### src/rtl/req_delay_prog.sv
// Programmable request delay line: each transition on inR is queued with a release
// timestamp and replayed on outR when the free-running cycle counter reaches it.
module req_delay_prog #(
    parameter int CNT_W       = 8,
    parameter int DEPTH       = 4,
    parameter int DEFAULT_DLY = 10,
    parameter int FOUR_PHASE  = 0
) (
    input  logic             clk,
    input  logic             rst,
    input  logic             inR,
    input  logic [CNT_W-1:0] dly_val,
    input  logic             dly_load,
    output logic             outR,
    output logic             busy,
    output logic             overflow
);

    localparam int TW = CNT_W + 1;
    localparam int PW = $clog2(DEPTH);
    localparam int CW = $clog2(DEPTH + 1);

    typedef struct packed {
        logic [TW-1:0] rel;
        logic          pol;
    } entryT;

    entryT            fifo [DEPTH];
    logic [PW-1:0]    rdPtr, wrPtr;
    logic [CW-1:0]    count, countNext;
    logic [TW-1:0]    tnow, lastRel;
    logic [TW-1:0]    dEff, relCand, relChain, relNew;
    logic [CNT_W-1:0] dly;
    logic             inRq, ev, full, pop, push, drop;

    function automatic logic [PW-1:0] ptrInc(input logic [PW-1:0] p);
        return (p == PW'(DEPTH - 1)) ? '0 : p + PW'(1);
    endfunction

    always_comb begin
        ev   = inR ^ inRq;
        dEff = (dly == '0) ? TW'(1) : TW'(dly);
        if (FOUR_PHASE != 0 && !inR)
            dEff = TW'(1);
        relCand  = tnow + dEff;
        relChain = lastRel + TW'(1);
        // lastRel is only meaningful while entries are pending; once drained it may be
        // stale enough that the modulo compare would misjudge it.
        relNew = relCand;
        if (count != '0 && $signed(TW'(relCand - relChain)) < 0)
            relNew = relChain;
        full      = (count == CW'(DEPTH));
        pop       = (count != '0) && (fifo[rdPtr].rel == tnow);
        push      = ev && (!full || pop);
        drop      = ev && full && !pop;
        countNext = count + CW'(push) - CW'(pop);
    end

    // Storage needs no reset: occupancy is tracked by count/pointers.
    always_ff @(posedge clk) begin
        if (!rst && push)
            fifo[wrPtr] <= '{rel: relNew, pol: inR};
    end

    always_ff @(posedge clk) begin
        if (rst) begin
            tnow     <= '0;
            lastRel  <= '0;
            dly      <= CNT_W'(DEFAULT_DLY);
            inRq     <= 1'b0;
            rdPtr    <= '0;
            wrPtr    <= '0;
            count    <= '0;
            outR     <= 1'b0;
            busy     <= 1'b0;
            overflow <= 1'b0;
        end else begin
            tnow  <= tnow + TW'(1);
            inRq  <= inR;
            count <= countNext;
            busy  <= (countNext != '0);
            if (dly_load)
                dly <= dly_val;
            if (push) begin
                wrPtr   <= ptrInc(wrPtr);
                lastRel <= relNew;
            end
            if (pop) begin
                outR  <= fifo[rdPtr].pol;
                rdPtr <= ptrInc(rdPtr);
            end
            if (drop)
                overflow <= 1'b1;
        end
    end

endmodule

### config.mk
export PLATFORM = sky130hd
export DESIGN_NAME = req_delay_prog
export DESIGN_NICKNAME = d
export VERILOG_FILES = /design/src/rtl/req_delay_prog.sv
export SDC_FILE = /design/constraint.sdc
export NUM_CORES = 1
export LEC_CHECK = 0
export ABC_CLOCK_PERIOD_IN_PS = 5370
export BUFFER_PORTS_ARGS = -buffer_cell sky130_fd_sc_hd__buf_2
export CAP_MARGIN = 20
export CORE_MARGIN = 5
export CORE_UTILIZATION = 48
export DETAILED_ROUTE_END_ITERATION = 12
export PLACE_DENSITY = 0.62
export REMOVE_ABC_BUFFERS = 1
export SETUP_SLACK_MARGIN = 0.02
export SLEW_MARGIN = 5
export SYNTH_ARGS = -nofsm -noshare
export SYNTH_HDL_FRONTEND = slang
export SYNTH_SLANG_ARGS = --single-unit
### constraint.sdc
create_clock -name clk -period 5.37 [get_ports clk]
set_input_delay 0.537 -clock clk [delete_from_list [all_inputs] [get_ports clk]]
set_output_delay 0.537 -clock clk [all_outputs]
set_load 0.02 [all_outputs]
Yosys cells after proc, flatten, opt, wreduce, memory -nomap -nowiden
Memories as Yosys holds them, arrays and structs flattened. A register that Yosys moved wholly into a read port is not among the register bits.
Index checks and enable logic that the tools add are counted.
- logic and storage cells: 46
- memory bits (writable): 40
- output and inout bits: 3
- register bits after elaboration: 37
- memories kept: 1
- bits of input ports: 12
- equality and inequality tests: 4
- magnitude comparators: 1
- multiplexer cells: 8
- reductions and logical operators: 13
- add/sub/neg operators: 8
- bitwise gates (word level): 1
- memories (memory ; depth ; bits a word ; read ports ; clocked after Yosys merged registers in ; write ports ; line ; source):
    fifo ; 4 ; 10 ; 1 ; 1 ; 1 ; 28 ; entryT fifo [DEPTH];
- operator list (kind ; count):
    9-bit by 1-bit adder with 9-bit output, second input constant ; 2
    9-bit by 8-bit adder with 9-bit output ; 1
    9-bit equality test ; 1
    9-bit by 1-bit < comparator with 1-bit output, second input constant ; 1
    9-bit two-way mux ; 1
    9-bit subtractor ; 1
    8-bit zero test ; 1
    2-bit two-way mux ; 4
    8-bit two-way mux ; 1
    1-bit logical AND ; 6
    3-bit nonzero test ; 2
    2-bit by 1-bit adder with 2-bit output, second input constant ; 2
    2-bit equality test, second input constant ; 2
    3-bit by 1-bit adder with 3-bit output ; 1
    3-bit equality test, second input constant ; 1
    1-bit zero test ; 3
    3-bit by 1-bit subtractor with 3-bit output ; 1
    1-bit two-way mux ; 2
    1-bit logical OR ; 1
    1-bit bitwise XOR ; 1

Longest topological paths before layout
Gate-level depths: netlist (run 1).
- word-level depth: 7
- depth in mapped cells: 20
- mapped depth without buffers: 19

Least setup slack after synthesis (run 1)
Ideal clock, no wire load.
- kind: reg2reg
- start: reg dly[4]
- end: mem fifo[0][3] (netlist name), data pin
- data arrival time: 3.483 ns
- buffers on the path: 1
- setup slack: 1.596 ns
- stages on the path, launching flop included: 19
- data required time: 5.079 ns
- setup time: 0.291 ns
- clock period less this slack: 3.774 ns
- path through: dfxtp_1 > nor4_1 > a21o_1 > ha_1 > inv_1 > fa_1 > nor2b_1 > o2111a_1 > nor3_1 > xnor2_1 > ha_1 > nand2_1 > nor3_1 > a21oi_1 > xnor2_1 > xnor2_1 > or2_0 > clkbuf_1 > o21ai_0
- word-level cells in the longest chain between the ends: 7
- ends and longest elaborated chain (item ; line ; source):
    start, declared ; 33 ; logic [CNT_W-1:0] dly;
    start signal, assigned ; 69 ; dly <= CNT_W'(DEFAULT_DLY);
    start signal, assigned ; 83 ; dly <= dly_val;
    8-bit zero test ; 42 ; dEff = (dly == '0) ? TW'(1) : TW'(dly);
    8-bit two-way mux * ; 42 ;
    9-bit by 8-bit adder with 9-bit output * ; 45 ; relCand = tnow + dEff;
    9-bit subtractor ; 50 ; if (count != '0 && $signed(TW'(relCand - relChain)) < 0)
    9-bit by 1-bit < comparator with 1-bit output ; 50 ;
    1-bit logical AND ; 50 ;
    9-bit two-way mux * ; 50 ;
    named net relNew[2] ; 32 ; logic [TW-1:0] dEff, relCand, relChain, relNew;
    end, declared ; 28 ;
Mark *: on every way through the listed nets, which the timed path passes. The rest lies on a longest branch.

Worst setup path after layout (run 1)
- start: reg dly[4]
- end: mem fifo[2][7] (netlist name), data pin
The elaborated chain is that of the path after synthesis.

==> results of run 1 <==
==> kinds of logic after synthesis <==
logic type	after synthesis	share of synthesized area
xor+xnor	33	0.0728
simple gates	113	0.139
flops	79	0.499
buf+inv	27	0.0293
compound gates	50	0.0809
mux	28	0.0967
fa+ha+maj	25	0.0825
==> sequential cells by signal (all words and copies together), names as in the netlist, named ones only <==
register	cells
busy	1
count	3
dly	8
fifo	40
inRq	1
lastRel	9
outR	1
overflow	1
rdPtr	2
tnow	9
wrPtr	2
==> worst max path at each step <==
stage	startpoint	to	slack, ns	cells after the start
2_1_floorplan	dly[4]	fifo[0][3]	1.60	17
3_3_place_gp	dly[5]	fifo[0][7]	0.95	17
3_5_place_dp	dly[4]	fifo[0][7]	0.86	17
4_1_cts	dly[4]	fifo[0][7]	0.83	17
5_1_grt	dly[4]	fifo[2][1]	0.42	18
6_report	dly[4]	fifo[2][7]	0.75	17
==> cell type report <==
class,count,share of cell area
multi-input cells,249,0.437
inverters,15,0.0131
flip-flops and latches,79,0.462
well taps,105,0.0306
repair buffers,14,0.0163
clock buffers,13,0.0373
clock inverters,3,0.00379
==> cell usage after synthesis, types with 2 or more instances <==
library cell,count
a21o_1,2
and3_1,2
a21oi_1,15
nor3_1,11
nand3_1,10
ha_1,23
and2_1,4
xnor2_1,21
edfxtp_1,40
xor2_1,12
a31oi_1,3
fa_1,2
o21ai_0,15
inv_1,15
nor2b_1,7
dfxtp_1,39
mux2i_1,17
nand2_1,26
o21ai_1,4
or3_1,5
mux4_2,8
clkbuf_1,9
mux2_2,3
nor2_1,38
buf_6,2
a32o_1,2
==> tightest hold or removal path: cells and delay by family <==
family                 cells  cell delay, ns
AOI/OAI and AO/OA          1            0.07
and+or+nand+nor            1            0.04
buffers and inverters      1            0.07
==> power by group <==
part / leakage (nW) / total (mW) / switching, mW / internal, mW
registers: 0.687 / 0.786 / 0.0470 / 0.739
logic: 0.830 / 0.438 / 0.274 / 0.165
clock network: 0.0929 / 0.401 / 0.206 / 0.196
==> through the flow <==
step	std cells	hold slack (ns)
after detailed placement	462	0.477
final	478	0.419
after global placement	462	0.459
after CTS	478	0.404
after global routing	478	0.416
after floorplan	343	0.455
==> metal layers <==
| layer | track usage | vias to the layer above | part of all wire |
|---|---|---|---|
| li1 | - | 1290 | - |
| met1 | 0.217 | 1259 | 0.47 |
| met2 | 0.271 | 45 | 0.48 |
| met3 | 0.0471 | 4 | 0.035 |
| met4 | 0.0419 | 0 | 0.0079 |
| met5 | 0 | - | 0 |
==> reports/qor.csv, run 1 <==
metric,value,unit
status,finished clean,
RSZ-0062 raised after global routing,no,
FF-to-FF End,fifo[2][7],
CTS tree,built,
CTS max path bufs,2,
period utilisation layout,0.861,
antenna-violating nets left,0,
"Slowest-stage cell, CP",or2_0,
cell leakage power,1.61,nW
dpl ws,0.863,ns
CTS Root Cell,clkbuf_8,
pwr/cell area,379,mW/mm2
Avg WL per Cell,16.7,um
Yosys top cell area share,0.302,
"Slew Viols, Final",0,
layout overhead on the synthesized area,8.00,%
ys async rst share,0,
final core utilization,0.527,
Crit path max-delay family,simple AND/OR/NAND/NOR gates,
CP Max Fanout,14,
PortBufs,14,
slew margin rel.,0.393,
worst hold start,dly_val[1],
Reg area,0.00198,mm2
share of cells above drive strength 1,0.118,
Multi-input gate area,0.00187,mm2
FF-to-FF setup slack,0.75,ns
mean area per synthesized cell,11.2,um2
Worst Path Arrival,4.64,ns
worst hold path stage count,3,
buffers plus inverters on the worst setup path,1,
Skew-Pair Late Insertion Delay,0.34,ns
final setup fails,0,
Placer Congestion,0.911,
Placed Area,0.00411,mm2
post-route cell area,0.00429,mm2
# IOs,15,
post-route setup slack,0.749,ns
cell area after synthesis,0.00397,mm2
Routed WL,7990,um
largest net degree at the start of global routing,32,
Setup Buffers After CTS,0,
first-pass GRT wire length,12900,um
max_cap viols,0,
total track usage,0.166,
GRT overflow,0,
H-tree depth,3,
# rows,33,
Starting DRT DRC Count,87,
Critical Path RT,5.38,ns
initial antenna violation count,0,
chip width,101,um
Hold Path End,dly[1],
cell count after synthesis,355,
Core Box Area,0.00813,mm2
Synth area leader,edfxtp_1,
vias in the first global route,2512,
DR vias,2598,
Diodes inserted,0,
sequential-to-total area share from yosys stat,0.499,
Worst Tran Pin Value,0.904,ns
most frequent CP cell,xnor2_1,
first-pass iteration count of the detailed router,4,
synthesis warning total,0,
CP Capture Type,flop,
nets,405,
crit-path cells,nor4_1 -> a21o_1 -> ha_1 -> inv_1 -> fa_1 -> nor2b_1 -> o2111a_1 -> nor3_1 -> xnor2_1 -> ha_1 -> nand2_1 -> o21ai_0 -> a21oi_1 -> xnor2_1 -> xnor2_1 -> or2_0 -> o21ai_0,
Seq cells post-synth,79,
DRC viols,0,
number of fill cells in the layout,711,
number of synthesized flops with an enable pin,40,
Die Ht,101,um
most frequent cells in the layout,"edfxtp_1 (40), dfxtp_1 (39), nor2_1 (38)",
crit path kind,flop to flop,
Post-CTS Resized,0,
Max VDD drop,0.226,mV
CTS clock-pin slew for the worst setup and hold paths,0.08,ns
Die ar.,0.0102,mm2
Hold WC Path Type,primary input to flop,
worst reg2reg startpoint,dly[4],
minimum clock period,4.62,ns
"top cells by area, synth","edfxtp_1 (30%), dfxtp_1 (20%), ha_1 (7.2%)",
hold buffers post-CTS,0,
"most common cell after layout, fill and taps aside",edfxtp_1,
fmax,216,MHz
Reg2Reg Depth,17,
Post-synth top flop,edfxtp_1,
Setup Skew,0.00744,ns
Final Hold Vio Count,0,
Initial Utilization,0.488,
Final HPWL DP,5770,um
CTS Buf Count,9,
CP Launch Type,flop,
clk sinks,79,
setup_tns,0,ns
Max stage delay on crit path,0.58,ns
DR vias/cell,5.44,
Total Power,1.63,mW
number of distinct library cells after synthesis,46,
Note: power is estimated with default switching activity, not from simulation.
==> run 2: changes to the inputs <==
PLACE_DENSITY = unset   (was 0.62)
SKIP_LAST_GASP = 1   (was unset)
==> run 2 against run 1 <==
Effect of this change:
- global-route usage grew 0.17 points
- non-clock buffer count is the same
- register-to-register slack gained 0.06 ns
- utilization grew 0.54 points
- worst hold slack lost 0.011 ns
- critical path depth grew 1
- critical path type unchanged
- largest power group unchanged
- highest routed layer unchanged
==> reports/qor.csv, run 2 (same netlist as run 1, synthesis figures left out) <==
metric,value,unit,change
status,finished clean,,unchanged
# IOs,15,,unchanged
cell leakage power,1.62,nW,was 1.61 nW
Largest regs,"fifo x40, lastRel x9, tnow x9",,unchanged
clk sinks,79,,unchanged
total track usage,0.167,,was 0.166
switching power share of the total,0.319,,was 0.324
Seq pwr share,0.459,,was 0.484
final setup fails,0,,unchanged
Initial Utilization,0.488,,unchanged
Multi-input gate area,0.00187,mm2,unchanged
post-route setup slack,0.813,ns,was 0.749 ns
# rows,33,,unchanged
final core utilization,0.533,,was 0.527
Worst Path Arrival,4.65,ns,was 4.64 ns
pwr/cell area,396,mW/mm2,was 379 mW/mm2
DR vias/cell,5.34,,was 5.44
crit path kind,flop to flop,,unchanged
period utilisation layout,0.849,,was 0.861
Final Hold Vio Count,0,,unchanged
Placed Area,0.00411,mm2,unchanged
max FFs per register,40,,unchanged
PortBufs,14,,unchanged
slew margin rel.,0.382,,was 0.393
Hold WC Path Type,primary input to flop,,unchanged
CP Max Fanout,14,,unchanged
Min Hold Slack,0.407,ns,was 0.419 ns
internal power,1.17,mW,was 1.10 mW
Critical Path RT,5.46,ns,was 5.38 ns
H-tree depth,3,,unchanged
hold buffers post-CTS,0,,unchanged
DR vias,2552,,"was 2,598"
"non-filler cells, final",478,,unchanged
minimum clock period,4.56,ns,was 4.62 ns
Placer Congestion,0.922,,was 0.911
Die Ht,101,um,unchanged
GRT overflow,0,,unchanged
CP Launch Type,flop,,unchanged
Diodes inserted,0,,unchanged
Total Power,1.72,mW,was 1.63 mW
vias in the first global route,2497,,"was 2,512"
max_cap viols,0,,unchanged
Avg WL per Cell,16.6,um,was 16.7 um
CP Capture Type,flop,,unchanged
NetSw,0.547,mW,was 0.526 mW
Max VDD drop,0.210,mV,was 0.226 mV
CTS tree,built,,unchanged
setup_tns,0,ns,unchanged
Setup Skew,0.0105,ns,was 0.00744 ns
Reg2Reg Depth,18,,was 17
RSZ-0062 raised after global routing,no,,unchanged
"Slew Viols, Final",0,,unchanged
largest net degree at the start of global routing,32,,unchanged
CTS Buf Count,9,,unchanged
Core Box Area,0.00813,mm2,unchanged
initial antenna violation count,0,,unchanged
Largest Register,fifo,,unchanged
Starting DRT DRC Count,118,,was 87
worst hold path stage count,3,,unchanged
Die ar.,0.0102,mm2,unchanged
chip width,101,um,unchanged
number of fill cells in the layout,725,,was 711
fmax,219,MHz,was 216 MHz
post-route cell area,0.00433,mm2,was 0.00429 mm2
share of cells above drive strength 1,0.123,,was 0.118
CTS clock-pin slew for the worst setup and hold paths,0.08,ns,about the same
DRC viols,0,,unchanged
Worst Tran Pin Value,0.921,ns,was 0.904 ns
Skew-Pair Late Insertion Delay,0.35,ns,was 0.34 ns
first-pass GRT wire length,12800,um,"was 12,900 um"
"most common cell after layout, fill and taps aside",edfxtp_1,,unchanged
most frequent cells in the layout,"edfxtp_1 (40), dfxtp_1 (39), nor2_1 (38)",,unchanged
CTS max path bufs,2,,unchanged
layout overhead on the synthesized area,9.10,%,was 8.00%
antenna-violating nets left,0,,unchanged
dpl ws,0.895,ns,was 0.863 ns
Setup Buffers After CTS,0,,unchanged
Routed WL,7940,um,was 7990 um
nets,405,,unchanged
Placed Cells,462,,unchanged
first-pass iteration count of the detailed router,4,,unchanged
clock power share,0.285,,was 0.247
Comb power frac,0.256,,was 0.270
Reg area,0.00198,mm2,unchanged
CTS Root Cell,clkbuf_8,,unchanged
Final HPWL DP,5790,um,was 5770 um
Post-CTS Resized,0,,unchanged
[run 2: area by class of cell]
cell class	count	area share
timing repair buffer	14	0.0162
inverter	15	0.0130
clock inverter	6	0.0214
sequential	79	0.457
tap	105	0.0303
clock buffer	10	0.0294
multi-input combinational	249	0.432
[run 2: power groups by stage]
stage,Sequential [mW],Clock (mW),Combinational (mW)
floorplan,0.793,0,0.326
global placement,0.799,0,0.440
detailed placement,0.801,0,0.443
CTS,0.788,0.500,0.446
global route,0.794,0.527,0.500
finish,0.787,0.489,0.440
[run 2: final timing paths]
kind                            startpoint          to  slack (ns)
worst max register to register      dly[4]  fifo[2][1]        0.81
worst max-delay path                dly[4]  fifo[2][1]        0.81
worst min register to register    overflow    overflow        0.49
worst min-delay path            dly_val[3]      dly[3]        0.41
[run 2: critical path, stage by stage (launching register included)]
cell	delay, ns
dfxtp_1	0.34
nor4_1	0.33
a21o_1	0.16
ha_1	0.15
inv_1	0.06
fa_1	0.39
nor2b_1	0.17
o2111a_1	0.24
nor3_1	0.08
xnor2_1	0.32
ha_1	0.29
nand2_1	0.08
o21ai_0	0.09
a21oi_1	0.19
xnor2_1	0.11
xnor2_1	0.30
or2_0	0.59
nand2_1	0.18
o21ai_0	0.24
[run 2: metal layers]
| layer | global-route usage | part of all wire | wire length [um] | vias up |
|---|---|---|---|---|
| met4 | 0.0675 | 0.017 | 138 | 0 |
| met5 | 0 | 0 | 0 | - |
| met3 | 0.0394 | 0.035 | 278 | 12 |
| met1 | 0.224 | 0.47 | 3720 | 1202 |
| met2 | 0.262 | 0.48 | 3800 | 45 |
| li1 | - | - | - | 1293 |
